**src/rtl/uart_rx_if.sv**
```systemverilog
// CPU memory-bus bundle between the bus interconnect and the UART receiver.
// The master side drives the request; the slave side answers with a one-cycle ready pulse.
interface uart_rx_if;
  localparam int unsigned ADDR_W = 32;
  localparam int unsigned DATA_W = 32;

  logic              enable;
  logic              mem_valid;
  logic              mem_ready;
  logic              mem_instr;
  logic [ADDR_W-1:0] mem_addr;
  logic [3:0]        mem_wstrb;
  logic [DATA_W-1:0] mem_wdata;
  logic [DATA_W-1:0] mem_rdata;

  modport master (
    output enable, mem_valid, mem_instr, mem_addr, mem_wstrb, mem_wdata,
    input  mem_ready, mem_rdata
  );

  modport slave (
    input  enable, mem_valid, mem_instr, mem_addr, mem_wstrb, mem_wdata,
    output mem_ready, mem_rdata
  );
endinterface

```
**src/rtl/uart_rx.sv**
```systemverilog
// 8N1 UART receiver with 16x oversampling, a small receive FIFO and a CPU
// register view (DATA at bit2 = 0, STATUS at bit2 = 1).
module uart_rx #(
  parameter int unsigned FIFO_DEPTH = 4
) (
  input  logic      clk,
  input  logic      reset,
  uart_rx_if.slave  bus,
  input  logic      baud_tick,
  input  logic      serialIn
);

  localparam int unsigned PTR_W  = $clog2(FIFO_DEPTH);
  localparam int unsigned CNT_W  = PTR_W + 1;
  localparam int unsigned TICK_W = 4;
  localparam int unsigned IDX_W  = 3;
  localparam int unsigned BYTE_W = 8;

  typedef enum logic [2:0] {
    ST_IDLE,
    ST_START,
    ST_DATA,
    ST_STOP,
    ST_BREAK
  } rx_state_e;

  // Line synchronizer; idles high so reset never looks like a start bit.
  logic [1:0] sync_q;
  logic       line;

  always_ff @(posedge clk) begin
    if (reset) sync_q <= 2'b11;
    else       sync_q <= {sync_q[0], serialIn};
  end

  assign line = sync_q[1];

  rx_state_e          state_q, state_d;
  logic [TICK_W-1:0]  tick_q, tick_d;
  logic [IDX_W-1:0]   idx_q, idx_d;
  logic [BYTE_W-1:0]  shift_q, shift_d;
  logic               push_c;
  logic               ferr_set_c;

  always_ff @(posedge clk) begin
    if (reset) begin
      state_q <= ST_IDLE;
      tick_q  <= '0;
      idx_q   <= '0;
      shift_q <= '0;
    end else begin
      state_q <= state_d;
      tick_q  <= tick_d;
      idx_q   <= idx_d;
      shift_q <= shift_d;
    end
  end

  // Receive sequencing; every decision is gated by a baud tick.
  always_comb begin
    state_d    = state_q;
    tick_d     = tick_q;
    idx_d      = idx_q;
    shift_d    = shift_q;
    push_c     = 1'b0;
    ferr_set_c = 1'b0;
    if (baud_tick) begin
      case (state_q)
        ST_IDLE: begin
          if (!line) begin
            tick_d  = '0;
            state_d = ST_START;
          end
        end
        ST_START: begin
          if (tick_q == TICK_W'(7)) begin
            if (line) begin
              state_d = ST_IDLE;
            end else begin
              state_d = ST_DATA;
              tick_d  = '0;
              idx_d   = '0;
            end
          end else begin
            tick_d = tick_q + TICK_W'(1);
          end
        end
        ST_DATA: begin
          // Counter wraps 15 -> 0, re-arming for the next mid-bit sample.
          tick_d = tick_q + TICK_W'(1);
          if (tick_q == TICK_W'(15)) begin
            shift_d[idx_q] = line;
            if (idx_q == IDX_W'(7)) state_d = ST_STOP;
            else                    idx_d   = idx_q + IDX_W'(1);
          end
        end
        ST_STOP: begin
          tick_d = tick_q + TICK_W'(1);
          if (tick_q == TICK_W'(15)) begin
            if (line) begin
              push_c  = 1'b1;
              state_d = ST_IDLE;
            end else begin
              ferr_set_c = 1'b1;
              state_d    = ST_BREAK;
            end
          end
        end
        ST_BREAK: begin
          if (line) state_d = ST_IDLE;
        end
        default: state_d = ST_IDLE;
      endcase
    end
  end

  logic [BYTE_W-1:0] fifo_mem [FIFO_DEPTH];
  logic [PTR_W-1:0]  wr_ptr_q, rd_ptr_q;
  logic [CNT_W-1:0]  count_q;
  logic              empty_c, full_c;
  logic              ovr_q, ferr_q;
  logic              ready_q;
  logic [31:0]       rdata_q, rdata_c;
  logic              req_c, is_status_c, is_write_c;
  logic              pop_c, push_ok_c, ovr_set_c, clr_c;

  assign empty_c     = (count_q == '0);
  assign full_c      = (count_q == CNT_W'(FIFO_DEPTH));
  assign req_c       = bus.mem_valid & bus.enable & ~ready_q;
  assign is_status_c = bus.mem_addr[2];
  assign is_write_c  = |bus.mem_wstrb;
  assign pop_c       = req_c & ~is_write_c & ~is_status_c & ~empty_c;
  assign clr_c       = req_c & is_write_c & is_status_c;
  // A simultaneous pop frees the slot, so a push into a full FIFO still lands.
  assign push_ok_c   = push_c & (~full_c | pop_c);
  assign ovr_set_c   = push_c & full_c & ~pop_c;

  always_ff @(posedge clk) begin
    if (push_ok_c) fifo_mem[wr_ptr_q] <= shift_q;
  end

  always_ff @(posedge clk) begin
    if (reset) begin
      wr_ptr_q <= '0;
      rd_ptr_q <= '0;
      count_q  <= '0;
    end else begin
      if (push_ok_c) wr_ptr_q <= wr_ptr_q + PTR_W'(1);
      if (pop_c)     rd_ptr_q <= rd_ptr_q + PTR_W'(1);
      case ({push_ok_c, pop_c})
        2'b10:   count_q <= count_q + CNT_W'(1);
        2'b01:   count_q <= count_q - CNT_W'(1);
        default: count_q <= count_q;
      endcase
    end
  end

  // Set wins over a same-cycle clear.
  always_ff @(posedge clk) begin
    if (reset) begin
      ovr_q  <= 1'b0;
      ferr_q <= 1'b0;
    end else begin
      ovr_q  <= ovr_set_c  | (ovr_q  & ~clr_c);
      ferr_q <= ferr_set_c | (ferr_q & ~clr_c);
    end
  end

  // Register read mux; writes and empty DATA reads return zero.
  always_comb begin
    rdata_c = '0;
    if (!is_write_c) begin
      if (is_status_c)  rdata_c = {23'b0, 5'(count_q), ferr_q, ovr_q, full_c, ~empty_c};
      else if (!empty_c) rdata_c = {24'b0, fifo_mem[rd_ptr_q]};
    end
  end

  always_ff @(posedge clk) begin
    if (reset) begin
      ready_q <= 1'b0;
      rdata_q <= '0;
    end else begin
      ready_q <= req_c;
      rdata_q <= req_c ? rdata_c : '0;
    end
  end

  assign bus.mem_ready = ready_q;
  assign bus.mem_rdata = rdata_q;

  logic unused_bus;
  assign unused_bus = ^{bus.mem_instr, bus.mem_wdata, bus.mem_addr[31:3], bus.mem_addr[1:0]};

endmodule

```
**src/flat_wrapper.sv**
```systemverilog
// flat-port wrapper written by rule: the top's interface ports become plain ports
module uart_rx_flat 
#(
  parameter int unsigned FIFO_DEPTH = 4
)
  (clk, reset, baud_tick, serialIn, bus_enable, bus_mem_valid, bus_mem_instr, bus_mem_addr, bus_mem_wstrb, bus_mem_wdata, bus_mem_ready, bus_mem_rdata);
  uart_rx_if bus_i ();
  input  logic clk;
  input  logic reset;
  input  logic baud_tick;
  input  logic serialIn;
  input wire logic [$bits(bus_i.enable)-1:0] bus_enable;
  input wire logic [$bits(bus_i.mem_valid)-1:0] bus_mem_valid;
  input wire logic [$bits(bus_i.mem_instr)-1:0] bus_mem_instr;
  input wire logic [$bits(bus_i.mem_addr)-1:0] bus_mem_addr;
  input wire logic [$bits(bus_i.mem_wstrb)-1:0] bus_mem_wstrb;
  input wire logic [$bits(bus_i.mem_wdata)-1:0] bus_mem_wdata;
  output wire logic [$bits(bus_i.mem_ready)-1:0] bus_mem_ready;
  output wire logic [$bits(bus_i.mem_rdata)-1:0] bus_mem_rdata;
  assign bus_i.enable = bus_enable;
  assign bus_i.mem_valid = bus_mem_valid;
  assign bus_i.mem_instr = bus_mem_instr;
  assign bus_i.mem_addr = bus_mem_addr;
  assign bus_i.mem_wstrb = bus_mem_wstrb;
  assign bus_i.mem_wdata = bus_mem_wdata;
  assign bus_mem_ready = bus_i.mem_ready;
  assign bus_mem_rdata = bus_i.mem_rdata;
  uart_rx #(.FIFO_DEPTH(FIFO_DEPTH)) u_core (.clk(clk), .reset(reset), .bus(bus_i), .baud_tick(baud_tick), .serialIn(serialIn));
endmodule
```
**config.mk**
```make
export PLATFORM = sky130hd
export DESIGN_NAME = uart_rx_flat
export DESIGN_NICKNAME = d
export VERILOG_FILES = /design/src/rtl/uart_rx_if.sv /design/src/rtl/uart_rx.sv /design/src/flat_wrapper.sv
export SDC_FILE = /design/constraint.sdc
export NUM_CORES = 1
export LEC_CHECK = 0
export BUFFER_PORTS_ARGS = -buffer_cell sky130_fd_sc_hd__buf_4
export CAP_MARGIN = 5
export CORE_UTILIZATION = 45
export DETAILED_ROUTE_END_ITERATION = 8
export GPL_TIMING_DRIVEN = 0
export HOLD_SLACK_MARGIN = 0.12
export PLACE_DENSITY_LB_ADDON = 0.2
export SYNTH_ARGS = -nofsm -noshare
export SYNTH_HDL_FRONTEND = slang
export SYNTH_SLANG_ARGS = --single-unit
```
**constraint.sdc**
```tcl
create_clock -name clk -period 3.7 [get_ports clk]
set_clock_uncertainty 0.15 [all_clocks]
set_input_delay 0.74 -clock clk [delete_from_list [all_inputs] [get_ports clk]]
set_output_delay 0.74 -clock clk [all_outputs]
set_load 0.05 [all_outputs]
```
**Word-level counts from Yosys, hierarchy flattened**

Memory sizes are Yosys's and may differ from the RTL's. A register that Yosys moved wholly into a read port is not among the register bits.
Index checks and enable logic that the tools add are counted.
W data, S select, Z words.

- Flip-flop bits (word level): 62
- Memory bits (writable): 32
- Logic and storage cells: 114
- Memories kept: 1

- $add $sub $neg: 6
- Magnitude comparators: 2
- Equality and inequality tests: 18
- Multiplexer cells: 35
- Bitwise logic cells: 23
- Reductions and logical operators: 15

Memory list:

| name | depth | bits a word | rd ports | clocked after memory_dff | write ports | RTL line | text |
|---|---|---|---|---|---|---|---|
| u_core.fifo_mem | 4 | 8 | 1 | 1 | 1 | uart_rx.sv:117 | `logic [BYTE_W-1:0] fifo_mem [FIFO_DEPTH];` |

Operators with widths:

| cell | count |
|---|---|
| $mux W3 | 11 |
| $pmux W3 S5 | 1 |
| $mux W7 | 2 |
| $and A1 B1 Y1 | 12 |
| $pmux W3 S2 | 2 |
| $pmux W4 S3 | 1 |
| $mux W1 | 11 |
| $ne A2 B1 Y1 const B | 5 |
| $eq A3 B3 Y1 const B | 3 |
| $bwmux W8 | 1 |
| $mux W4 | 2 |
| $not A1 Y1 | 8 |
| $reduce_or A8 Y1 | 1 |
| $reduce_and A7 Y1 | 1 |
| $reduce_or A7 Y1 | 1 |
| $add A3 B1 Y3 const B | 2 |
| $eq A3 B2 Y1 const B | 2 |
| $logic_not A3 Y1 | 2 |
| $mux W2 | 3 |
| $ne A2 B2 Y1 const B | 3 |
| $reduce_and A6 Y1 | 1 |
| $reduce_or A6 Y1 | 1 |
| $add A2 B1 Y2 const B | 2 |
| $add A4 B1 Y4 const B | 1 |
| 17 further kinds | 20 |

**Logic depth before layout (Yosys ltp)**

Gate-level depths: netlist of run 1.

- Word-level depth: 9
- Mapped depth: 12
- Depth with buffers taken out: 11

**Worst setup path after synthesis of run 1**

Ideal clock, no wire load.

- Path kind: input-to-reg
- Start point: in bus_mem_wstrb[1]
- End point: reg u_core.count_q[2]
- Data arrival time: 2.783 ns
- Data required time: 3.479 ns
- Path slack: 0.697 ns
- Stages on the path: 8
- Buffers on the path: 0
- Cell sequence: or4_4 -> nor4_4 -> ha_1 -> inv_1 -> fa_1 -> xor2_1 -> or3_1 -> a21oi_1

- Word-level cells in the longest chain between the ends: 9
- Elaborated cells between the ends (all ways): 11
- Classes of those cells: eq/ne (2); mux (1); bitwise (6); reduce/logical (2)

Ends and longest elaborated chain:

| item | RTL line | text |
|---|---|---|
| from (decl) | flat_wrapper.sv:16 | `input wire logic [$bits(bus_i.mem_wstrb)-1:0] bus_mem_wstrb;` |
| $reduce_or A4 Y1 (*) | uart_rx.sv:131 | `assign is_write_c = \|bus.mem_wstrb;` |
| $not A1 Y1 (*) | uart_rx.sv:132 | `assign pop_c = req_c & ~is_write_c & ~is_status_c & ~empty_c;` |
| $and A1 B1 Y1 (*) (3 in a row) | uart_rx.sv:132 |  |
| via u_core.pop_c | uart_rx.sv:125 | `logic pop_c, push_ok_c, ovr_set_c, clr_c;` |
| $or A1 B1 Y1 | uart_rx.sv:135 | `assign push_ok_c = push_c & (~full_c \| pop_c);` |
| $and A1 B1 Y1 | uart_rx.sv:135 |  |
| $eq A2 B1 Y1 or $eq A2 B2 Y1 (tied branches) | uart_rx.sv:150 | `case ({push_ok_c, pop_c})` |
| $pmux W3 S2 or $reduce_bool A2 Y1 (tied branches) | -- |  |
| to (signal assigned) | uart_rx.sv:151 | `2'b10: count_q <= count_q + CNT_W'(1);` |
| to (signal assigned) | uart_rx.sv:152 | `2'b01: count_q <= count_q - CNT_W'(1);` |
| to (signal assigned) | uart_rx.sv:153 | `default: count_q <= count_q;` |
| to (decl) | uart_rx.sv:119 | `logic [CNT_W-1:0] count_q;` |

Mark *: on every way through the listed nets, which the timed path passes. The rest lies on a longest branch.
A chain may end at the register's enable or synchronous reset.

**Final worst setup path of run 1**

Ends and elaborated chain as after synthesis.

==> results by group, run 1 <==
Synth
  – Syn Area/Cell: 11.56 sq um
  – XOR/XNOR Fraction of Synth Area: 1.053%
  – Post-synth cell types: 54
  – Largest area contributor in the netlist: edfxtp_1
  – Post-Syn Area: 3328 sq um
  – Post-Synthesis Cells: 288
  – Largest family of logic cells by synthesized area: simple AND/OR/NAND/NOR gates
  – Adder-Cell Fraction of Synth Area: 3.609%
  – YS warnings: 0
  – EDFF count, synth: 32
  – Top-count cell post-synth: dfxtp_1
  – Most frequent cells after synthesis: dfxtp_1 (40), edfxtp_1 (32), nor2_1 (29)
  – Compound-Gate Fraction of Synth Area: 8.797%
  – Synth area leaders: edfxtp_1 (29%), dfxtp_1 (24%), buf_4 (5.6%)
  – Simple-gate area share of the yosys netlist: 16.65%
  – Post-synthesis sequential area ratio: 52.93%
  – Post-synth top area share: 28.87%
  – Fraction of registers with async set/reset: 0%
  – Mux cell area share after synthesis: 8.158%
  – Yosys reg bits: 72
  – Most used flip-flop cell after synthesis: dfxtp_1

Detailed routing
  – Vias per cell: 5.070
  – DRC viols: 0
  – Final wirelength: 6158 um
  – Top routing layer used: met4
  – WL met1: 2890 um
  – Routed Antenna Nets: 0
  – Wire length per cell: 14.00 um
  – DR iter-0 viols: 127
  – Vias: 2,231
  – Met3 wire length: 276 um
  – Met2 Wirelength: 2866 um
  – Drt pass-1 iters: 5

Worst setup path
  – Setup CP Type: in2reg
  – Critical Path End Type: register
  – Worst Path Max Fanout: 4
  – Worst-path cell chain: buf_4 > or4_4 > nor4_4 > ha_1 > inv_1 > fa_1 > xor2_1 > or3_1 > a21oi_1
  – Critical Path AT: 3.10 ns
  – CP required: 3.82 ns
  – Crit-path max cell delay: 0.55 ns
  – Setup crit start kind: input pin
  – Worst Path Buf+Inv: 2
  – CP delay by family, top: simple AND/OR/NAND/NOR gates
  – Crit-path slowest cell: or4_4

STA
  – Max Fclk: 0.3355 GHz
  – Hold Slack: 0.2606 ns
  – Setup WS post-layout: 0.7194 ns
  – Final worst path period share: 80.56%
  – Worst-margin pin slew: 0.5733 ns
  – Crit path time final: 2.981 ns
  – Final Hold Viols: 0
  – RSZ-0062 raised after global routing: false
  – Relative slew slack: 61.49%
  – Setup TNS Final: 0 ns
  – Final setup viols: 0
  – Final Max Tran Viols: 0

GRT
  – First-pass GRT wire length: 10,020 um
  – GRT overflow: 0
  – Antenna violations before repair: 0
  – Largest net degree at the start of global routing: 14
  – GRT Util Overall: 17.64%
  – Vias in the first global route: 2,079

Floorplan
  – Chip height: 88 um
  – Die area: 7744 sq um
  – Starting Density: 47.67%
  – FP Rows: 30
  – # IOs: 108
  – Area of the core region: 6982 sq um
  – Die Wd: 88 um

Clocking
  – Clock-pin slew on the worst setup and hold paths: 0.07 ns
  – Clock Sinks: 72
  – Root Buffer: clkbuf_8
  – CTS tree: built
  – Post-CTS Hold Buffers: 0
  – Num CTS Buffers: 9
  – Setup Buffers After CTS: 0
  – H-tree depth: 3
  – Post-cts resize count: 0
  – Maximum clock insertion buffer count: 2
  – Clock latency on the worst-skew pair: 0.35 ns

Placement
  – Port Buffer Count: 17
  – Routability cong.: 0.7843
  – DP HPWL: 4372 um
  – Placed cell count: 424
  – Placement Cell Area: 3662 sq um
  – Dpl ws: 0.3813 ns

Finish
  – # fillers: 610
  – Final std cells w/o fill: 440
  – Number of diodes: 0
  – Post-layout instance area: 3882 sq um
  – Final net count: 423
  – Layout cells sized above 1: 24.42%
  – Final core occ: 55.61%
  – Layout Area Growth over Synthesis: 16.65%

Power and ir drop
  – Worst VDD drop: 0.2211 mV
  – Clk network pwr share: 40.4%
  – Internal power: 1.266 mW
  – Sequential Power Share: 49.7%
  – P_sw: 0.4206 mW
  – Comb pwr share: 9.9%
  – Pleak: 1.602 nW
  – Overall power: 1.687 mW
  – Net Sw Frac: 24.94%
  – PD cells: 434.5 nW/um^2

Hold path
  – Min-Delay Path Class: reg2reg

Run status
  – Status: complete, no violations

Flow run
  – Max-cap viol count: 0
[routing by layer]
| layer | up-vias | track usage (%) |
|---|---|---|
| li1 | 1112 | - |
| met1 | 1054 | 22.49 |
| met2 | 52 | 27.41 |
| met3 | 13 | 3.487 |
| met4 | 0 | 11.48 |
| met5 | - | 0 |
[power by group through the flow]
stage / Combinational, mW / Sequential (mW) / Clock, mW
after floorplan: 0.138 / 0.855 / 0
after global placement: 0.163 / 0.856 / 0
after detailed placement: 0.166 / 0.856 / 0
after CTS: 0.166 / 0.838 / 0.691
after global routing: 0.183 / 0.840 / 0.723
final: 0.167 / 0.839 / 0.681
[path summary, 6_finish.rpt]
| kind | start | end | slack (ns) | depth (start not counted) |
|---|---|---|---|---|
| max reg2reg | u_core.count_q[0] | u_core.count_q[2] | 0.85 | 10 |
| min reg2reg | u_core.sync_q[0] | u_core.sync_q[1] | 0.26 | 1 |
| max | bus_mem_wstrb[1] | u_core.count_q[2] | 0.72 | 9 |
| min | u_core.sync_q[0] | u_core.sync_q[1] | 0.26 | 1 |
[worst reg2reg max path, cell delays in order, from the launching register on]
cell	delay, ns
dfxtp_1	0.36
or2_2	0.34
a311oi_1	0.49
nor2_1	0.08
inv_1	0.07
ha_1	0.20
inv_1	0.07
fa_1	0.37
xor2_1	0.16
or3_1	0.31
a21oi_1	0.18
[cell usage in the layout, fill, tap and decap left out, types with 3 or more instances in the layout]
cell	instances
conb_1	24
nand4b_1	4
nand2_1	7
clkbuf_8	9
nor2b_1	4
o21ai_0	6
clkbuf_1	9
edfxtp_1	32
buf_2	6
and3b_1	3
nor2_1	29
and4_1	4
xor2_1	3
mux2i_1	8
nor4_1	3
mux4_2	8
or2_2	3
nand4_1	6
a21oi_1	9
buf_4	42
a22oi_1	7
ha_1	8
nor3_1	6
and3_1	5
nand2b_1	3
nand3_1	6
dfxtp_1	40
inv_1	11
[cell families (layout without fill, tap and decap cells)]
| logic type | Yosys count | count (layout) |
|---|---|---|
| compound gates | 40 | 40 |
| simple gates | 95 | 95 |
| mux | 17 | 17 |
| fa+ha+maj | 9 | 9 |
| other cells | 1 | 24 |
| flops | 72 | 72 |
| buf+inv | 50 | 83 |
| xor+xnor | 4 | 4 |
[flip-flops by register name, indices dropped and copies added, names as in the netlist, named ones only]
register / flops
u_core.bus.mem_rdata: 8
u_core.bus.mem_ready: 1
u_core.count_q: 3
u_core.ferr_q: 1
u_core.fifo_mem: 32
u_core.idx_q: 3
u_core.ovr_q: 1
u_core.rd_ptr_q: 2
u_core.shift_q: 8
u_core.state_q: 3
u_core.sync_q: 2
u_core.tick_q: 4
u_core.wr_ptr_q: 2
[area by class of cell]
type	instances	area, sq um	share of cell area [%]
flip-flops and latches	72	1762	45.38
repair buffers	17	127.6	3.287
multi-input cells	189	1364	35.13
clock inverters	6	92.59	2.385
clock buffers	10	127.6	3.287
inverters	11	41.29	1.063
plain buffers	39	247.7	6.381
well taps	96	120.1	3.094
(Power assumes the default switching activity.)
==> run 2: changes to the inputs <==
- clock period: 3.7 -> 2.7 ns (I/O delays scaled with it)
==> run 2 against run 1 <==
  * Clock power up 48%
  * Setup slack lost 0.60 ns
  * Die area did not move
  * Flip-flop and latch count did not move
  * Worst hold slack got worse by 0.032 ns
  * Global-route usage fell by 0.13 points
  * Sequential share of layout area is 0.57 points lower
  * Count of clock-buffer cells in the layout is 1 higher
==> results by group, run 2 (synthesis gave the netlist of run 1 again) <==
STA
  – Worst-margin pin slew: 0.7037 ns (+0.1304 ns)
  – RSZ-0062 raised after global routing: false
  – Crit path time final: 2.586 ns
  – Relative slew slack: 52.66% (-8.8 points)
  – Final Max Tran Viols: 0 (unchanged)
  – Final worst path period share: 95.76%
  – Max Fclk: 0.3868 GHz
  – Setup TNS Final: 0 ns (unchanged)
  – Final setup viols: 0 (unchanged)
  – Hold Slack: 0.2285 ns (-0.03212 ns)
  – Final Hold Viols: 0 (unchanged)

Detailed routing
  – DR iter-0 viols: 212 (+67%)
  – Drt pass-1 iters: 4 (-1)
  – DRC viols: 0 (unchanged)
  – Met3 wire length: 374 um (+36%)
  – Top routing layer used: met4
  – Vias: 2,240 (+0.40%)
  – WL met1: 2814 um (-2.6%)
  – Vias per cell: 5.103 (+0.63%)
  – Met2 Wirelength: 2934 um (+2.4%)
  – Wire length per cell: 14.21 um (+1.6%)
  – Final wirelength: 6240 um (+1.3%)
  – Routed Antenna Nets: 0 (unchanged)

Worst setup path
  – CP required: 2.82 ns (-1.00 ns)
  – Setup CP Type: in2reg
  – Crit-path slowest cell: or4_4
  – Crit-path max cell delay: 0.55 ns (about the same)
  – Worst Path Max Fanout: 4 (unchanged)
  – Setup crit start kind: input pin
  – Critical Path End Type: register
  – Critical Path AT: 2.71 ns (-0.39 ns)
  – Worst-path cell chain: buf_4 > or4_4 > nor4_4 > ha_2 > inv_1 > fa_2 > xor2_1 > or3_1 > a21oi_1

Clocking
  – Clock latency on the worst-skew pair: 0.34 ns (about the same)
  – Clock Sinks: 72 (unchanged)
  – CTS tree: built
  – Maximum clock insertion buffer count: 2 (unchanged)
  – Clock-pin slew on the worst setup and hold paths: 0.08 ns (about the same)
  – H-tree depth: 3 (unchanged)
  – Num CTS Buffers: 9 (unchanged)
  – Setup Buffers After CTS: 0 (unchanged)
  – Post-CTS Hold Buffers: 0 (unchanged)
  – Root Buffer: clkbuf_8

Finish
  – Reg with most FFs: u_core.fifo_mem
  – Commonest non-fill, non-tap cell in the layout: buf_4
  – Max reg flops: 32 (unchanged)
  – Layout cells sized above 1: 26.53% (+2.1 points)
  – Area of the multi-input gates: 1404 sq um (+2.9%)
  – Final net count: 422 (-0.24%)
  – Number of diodes: 0 (unchanged)
  – # fillers: 601 (-1.5%)
  – Most frequent cells in the layout: buf_4 (42), dfxtp_1 (37), edfxtp_1 (32), nor2_1 (29), conb_1 (24)
  – Register area: 1765 sq um (+0.21%)
  – Layout Area Growth over Synthesis: 18.38%

Floorplan
  – FP Rows: 30 (unchanged)
  – Die Wd: 88 um (unchanged)
  – Starting Density: 47.67% (unchanged)
  – Chip height: 88 um (unchanged)
  – Die area: 7744 sq um (unchanged)
  – # IOs: 108 (unchanged)
  – Area of the core region: 6982 sq um (unchanged)

Placement
  – DP HPWL: 4362 um (-0.24%)
  – Routability cong.: 0.7978 (+1.7%)
  – Port Buffer Count: 17 (unchanged)

GRT
  – Vias in the first global route: 2,029 (-2.4%)
  – GRT overflow: 0 (unchanged)
  – First-pass GRT wire length: 9880 um (-1.4%)
  – Largest net degree at the start of global routing: 14 (unchanged)
  – Antenna violations before repair: 0 (unchanged)
  – GRT Util Overall: 17.51% (-0.13 points)

Power and ir drop
  – Worst VDD drop: 0.3167 mV (+43%)
  – Pleak: 1.612 nW (+0.62%)
  – PD cells: 606.8 nW/um^2 (+40%)

Flow run
  – Max-cap viol count: 0 (unchanged)

Hold path
  – Min-Delay Path Class: in2reg

Run status
  – Status: complete, no violations
## run 2: layer usage
metal  track usage [%]  vias up
met5                 0        -
met1             22.53     1049
li1                  -     1114
met2             27.98       68
met3             3.299        9
met4             9.538        0
## run 2: final timing paths
| kind | cells after the start | endpoint | slack (ns) | from |
|---|---|---|---|---|
| max | 9 | u_core.count_q[2] | 0.11 | bus_mem_wstrb[1] |
| min | 2 | u_core.sync_q[0] | 0.23 | serialIn |
| max reg2reg | 10 | u_core.count_q[2] | 0.16 | u_core.count_q[0] |
| min reg2reg | 1 | u_core.sync_q[1] | 0.27 | u_core.sync_q[0] |
## run 2: area by class of cell
type	instances	share of cell area (%)
Timing Repair Buffer	17	3.239
Sequential cell	72	44.81
Inverter	11	1.048
Clock buffer	11	3.334
Buffer	38	6.192
Multi-Input combinational cell	189	35.63
Tap cell	96	3.049
Clock inverter	5	2.699
## run 2: through the flow
step                      cells  utilization, %  worst slack (ns)  power (mW)  instance area (sq um)
after floorplan             311               -          0.009426       1.362                   3421
after global placement      424           52.54           -0.2209       1.397                   3669
after detailed placement    424           52.54           -0.2595       1.399                   3669
after CTS                   440           56.08           0.05528       2.400                   3915
after global routing        439           56.43           0.03434       2.475                   3940
final                       439           56.43            0.1144       2.391                   3940
## run 2: what timing repair did
item,in CTS,in global routing
gates cloned,0,0
pin swaps,0,1
resized for setup,2,5
endpoints found under the setup margin,1,2
## run 2: power breakdown
part / internal (mW) / switching [mW] / leakage [nW] / total, mW
clock network: 0.616 / 0.393 / 0.114 / 1.01
logic: 0.0739 / 0.156 / 0.816 / 0.230
registers: 1.14 / 0.0130 / 0.683 / 1.15
## run 2: critical path: cells and delay by family
family | cells | cell delay (ns)
AO/OA/AOI/OAI | 1 | 0.14
buffers and inverters | 2 | 0.16
AND/OR/NAND/NOR | 3 | 1.11
XOR/XNOR | 1 | 0.15
adder cells (fa/ha/maj) | 2 | 0.59
==> run 3: changes to the inputs <==
- BUFFER_PORTS_ARGS: -buffer_cell sky130_fd_sc_hd__buf_4 -> -buffer_cell sky130_fd_sc_hd__buf_2
==> run 3 against run 2 <==
  * Register-to-register slack got worse by 0.02 ns
  * Flip-flop and latch count did not move
  * Clock power barely moved
  * Critical path depth did not move
  * Sequential share of layout area rose by 0.35 points
  * Sequential power barely moved
  * Worst hold slack got worse by 0.012 ns
  * Routed wire length rose by 3.5%
  * Critical path type unchanged
  * Largest cell class unchanged
==> results by group, run 3 (synthesis gave the netlist of run 1 again) <==
Clocking
  – Clock Sinks: 72 (unchanged)
  – Maximum clock insertion buffer count: 2 (unchanged)
  – CTS tree: built
  – Num CTS Buffers: 9 (unchanged)
  – Clock-pin slew on the worst setup and hold paths: 0.08 ns (about the same)
  – Post-CTS Hold Buffers: 0 (unchanged)
  – Root Buffer: clkbuf_8
  – Clock latency on the worst-skew pair: 0.35 ns (about the same)
  – H-tree depth: 3 (unchanged)

STA
  – RSZ-0062 raised after global routing: false
  – Final worst path period share: 96.76% (+0.99 points)
  – Relative slew slack: 61.22% (+8.6 points)
  – Final Max Tran Viols: 0 (unchanged)
  – Worst-margin pin slew: 0.5818 ns (-0.1219 ns)
  – Final Hold Viols: 0 (unchanged)
  – Max Fclk: 0.3828 GHz (-1.0%)
  – Final setup viols: 0 (unchanged)
  – Crit path time final: 2.612 ns (+0.02681 ns)

Detailed routing
  – Vias per cell: 5.130 (+0.54%)
  – DRC viols: 0 (unchanged)
  – DR iter-0 viols: 188 (-11%)
  – Drt pass-1 iters: 4 (unchanged)
  – Routed Antenna Nets: 0 (unchanged)
  – Vias: 2,252 (+0.54%)
  – Final wirelength: 6456 um (+3.5%)
  – Wire length per cell: 14.71 um (+3.5%)

Finish
  – Register area: 1768 sq um (+0.14%)
  – Reg with most FFs: u_core.fifo_mem
  – Final net count: 422 (unchanged)
  – Commonest non-fill, non-tap cell in the layout: dfxtp_1
  – # fillers: 610 (+1.5%)
  – Max reg flops: 32 (unchanged)
  – Final core occ: 56.08% (-0.36 points)
  – Layout cells sized above 1: 27.11% (+0.58 points)
  – Layout Area Growth over Synthesis: 17.63%
  – Number of diodes: 0 (unchanged)
  – Area of the multi-input gates: 1410 sq um (+0.45%)
  – Most frequent cells in the layout: dfxtp_1 (37), edfxtp_1 (32), nor2_1 (29), buf_4 (26), conb_1 (24)
  – Post-layout instance area: 3915 sq um (-0.64%)

Worst setup path
  – Cells on worst reg2reg path: 10 (unchanged)
  – Crit-path max cell delay: 0.55 ns (about the same)
  – Worst-path cell chain: buf_2 > or4_4 > nor4_4 > ha_2 > inv_1 > fa_2 > xor2_1 > or3_1 > a21oi_1
  – Worst Path Max Fanout: 4 (unchanged)
  – Worst Path Buf+Inv: 2 (unchanged)
  – Critical Path AT: 2.75 ns (+0.04 ns)
  – CP required: 2.84 ns (+0.02 ns)
  – CP delay by family, top: simple AND/OR/NAND/NOR gates
  – Internal reg-to-reg setup slack: 0.14 ns (-0.02 ns)
  – Critical R2R Launch: u_core.count_q[0]
  – Critical Path End Type: register
  – Setup CP Type: in2reg
  – Crit-path slowest cell: or4_4
  – Worst R2R End: u_core.count_q[2]
  – Setup crit start kind: input pin

Power and ir drop
  – PD cells: 617.7 nW/um^2 (+1.8%)
  – Pleak: 1.616 nW (+0.22%)
  – Worst VDD drop: 0.2705 mV (-15%)

Hold path
  – Hold_sp: serialIn
  – Hold endpoint: u_core.sync_q[0]
  – Min-Delay Path Class: in2reg
  – Hold depth: 2 (unchanged)

Flow run
  – Max-cap viol count: 0 (unchanged)

GRT
  – Largest net degree at the start of global routing: 14 (unchanged)
  – GRT Util Overall: 18.47% (+0.96 points)
  – GRT overflow: 0 (unchanged)
  – Vias in the first global route: 2,110 (+4.0%)
  – First-pass GRT wire length: 10,380 um (+5.0%)
  – Antenna violations before repair: 0 (unchanged)

Placement
  – Port Buffer Count: 17 (unchanged)
  – Routability cong.: 0.7811 (-2.1%)
  – DP HPWL: 4421 um (+1.4%)
  – Placement Cell Area: 3626 sq um (-1.2%)

Floorplan
  – # IOs: 108 (unchanged)
  – Starting Density: 47.67% (unchanged)
  – Area of the core region: 6982 sq um (unchanged)
  – Die Wd: 88 um (unchanged)
  – FP Rows: 30 (unchanged)
  – Die area: 7744 sq um (unchanged)
  – Chip height: 88 um (unchanged)

Run status
  – Status: complete, no violations
==> run 3: worst max path at each step <==
| stage | start | end | slack [ns] | cells after the start |
|---|---|---|---|---|
| 2_1_floorplan | bus_mem_wstrb[1] | u_core.count_q[2] | 0.009 | 8 |
| 3_3_place_gp | bus_mem_wstrb[1] | u_core.count_q[2] | -0.22 | 9 |
| 3_5_place_dp | bus_mem_wstrb[1] | u_core.count_q[2] | -0.24 | 9 |
| 4_1_cts | u_core.tick_q[0] | u_core.count_q[2] | 0.008 | 12 |
| 5_1_grt | u_core.tick_q[0] | u_core.count_q[2] | 0.02 | 12 |
| 6_report | bus_mem_wstrb[1] | u_core.count_q[2] | 0.09 | 9 |
==> run 3: power breakdown <==
group          internal [mW]  switching [mW]
Combinational         0.0707           0.158
Sequential              1.14          0.0133
Clock                  0.620           0.418
==> run 3: stage by stage <==
stage	setup slack [ns]	hold slack, ns	TNS [ns]	cells	total power, mW
5_1_grt	0.02240	0.2085	0	439	2.500
2_1_floorplan	0.009426	0.2395	0	311	1.362
3_5_place_dp	-0.2370	0.2651	-0.3451	424	1.395
6_report	0.08758	0.2161	0	439	2.418
3_3_place_gp	-0.2168	0.2472	-0.3130	424	1.394
4_1_cts	0.008284	0.2050	0	440	2.429
==> run 3: final cells by class <==
type	count	share of cell area, %
multi-input combinational	189	36.02
clock inverter	6	2.972
clock buffer	10	3.260
tap	96	3.068
timing repair buffer	17	2.173
inverter	11	1.055
sequential	72	45.16
buffer	38	6.296
==> run 3: worst reg2reg max path: stages, from the launching register on <==
cell and delay (ns):
dfxtp_1 0.36, or2_2 0.36, a311oi_4 0.30, nor2_1 0.09
inv_1 0.06, ha_2 0.18, inv_1 0.06, fa_2 0.34
xor2_1 0.16, or3_1 0.30, a21oi_1 0.14
==> run 3: routing by layer <==
layer  vias up  GRT usage [%]  wire (um)
li1       1110              -          -
met1      1067          24.58       2957
met2        65          28.47       3123
met3        10          3.487        259
met4         0          10.28        115
met5         -              0          0
==> run 3: what timing repair did <==
item | in CTS | in global routing
buffers inserted | 0 | 0
resized for setup | 2 | 9
endpoints found under the setup margin | 1 | 2
pin swaps | 0 | 2
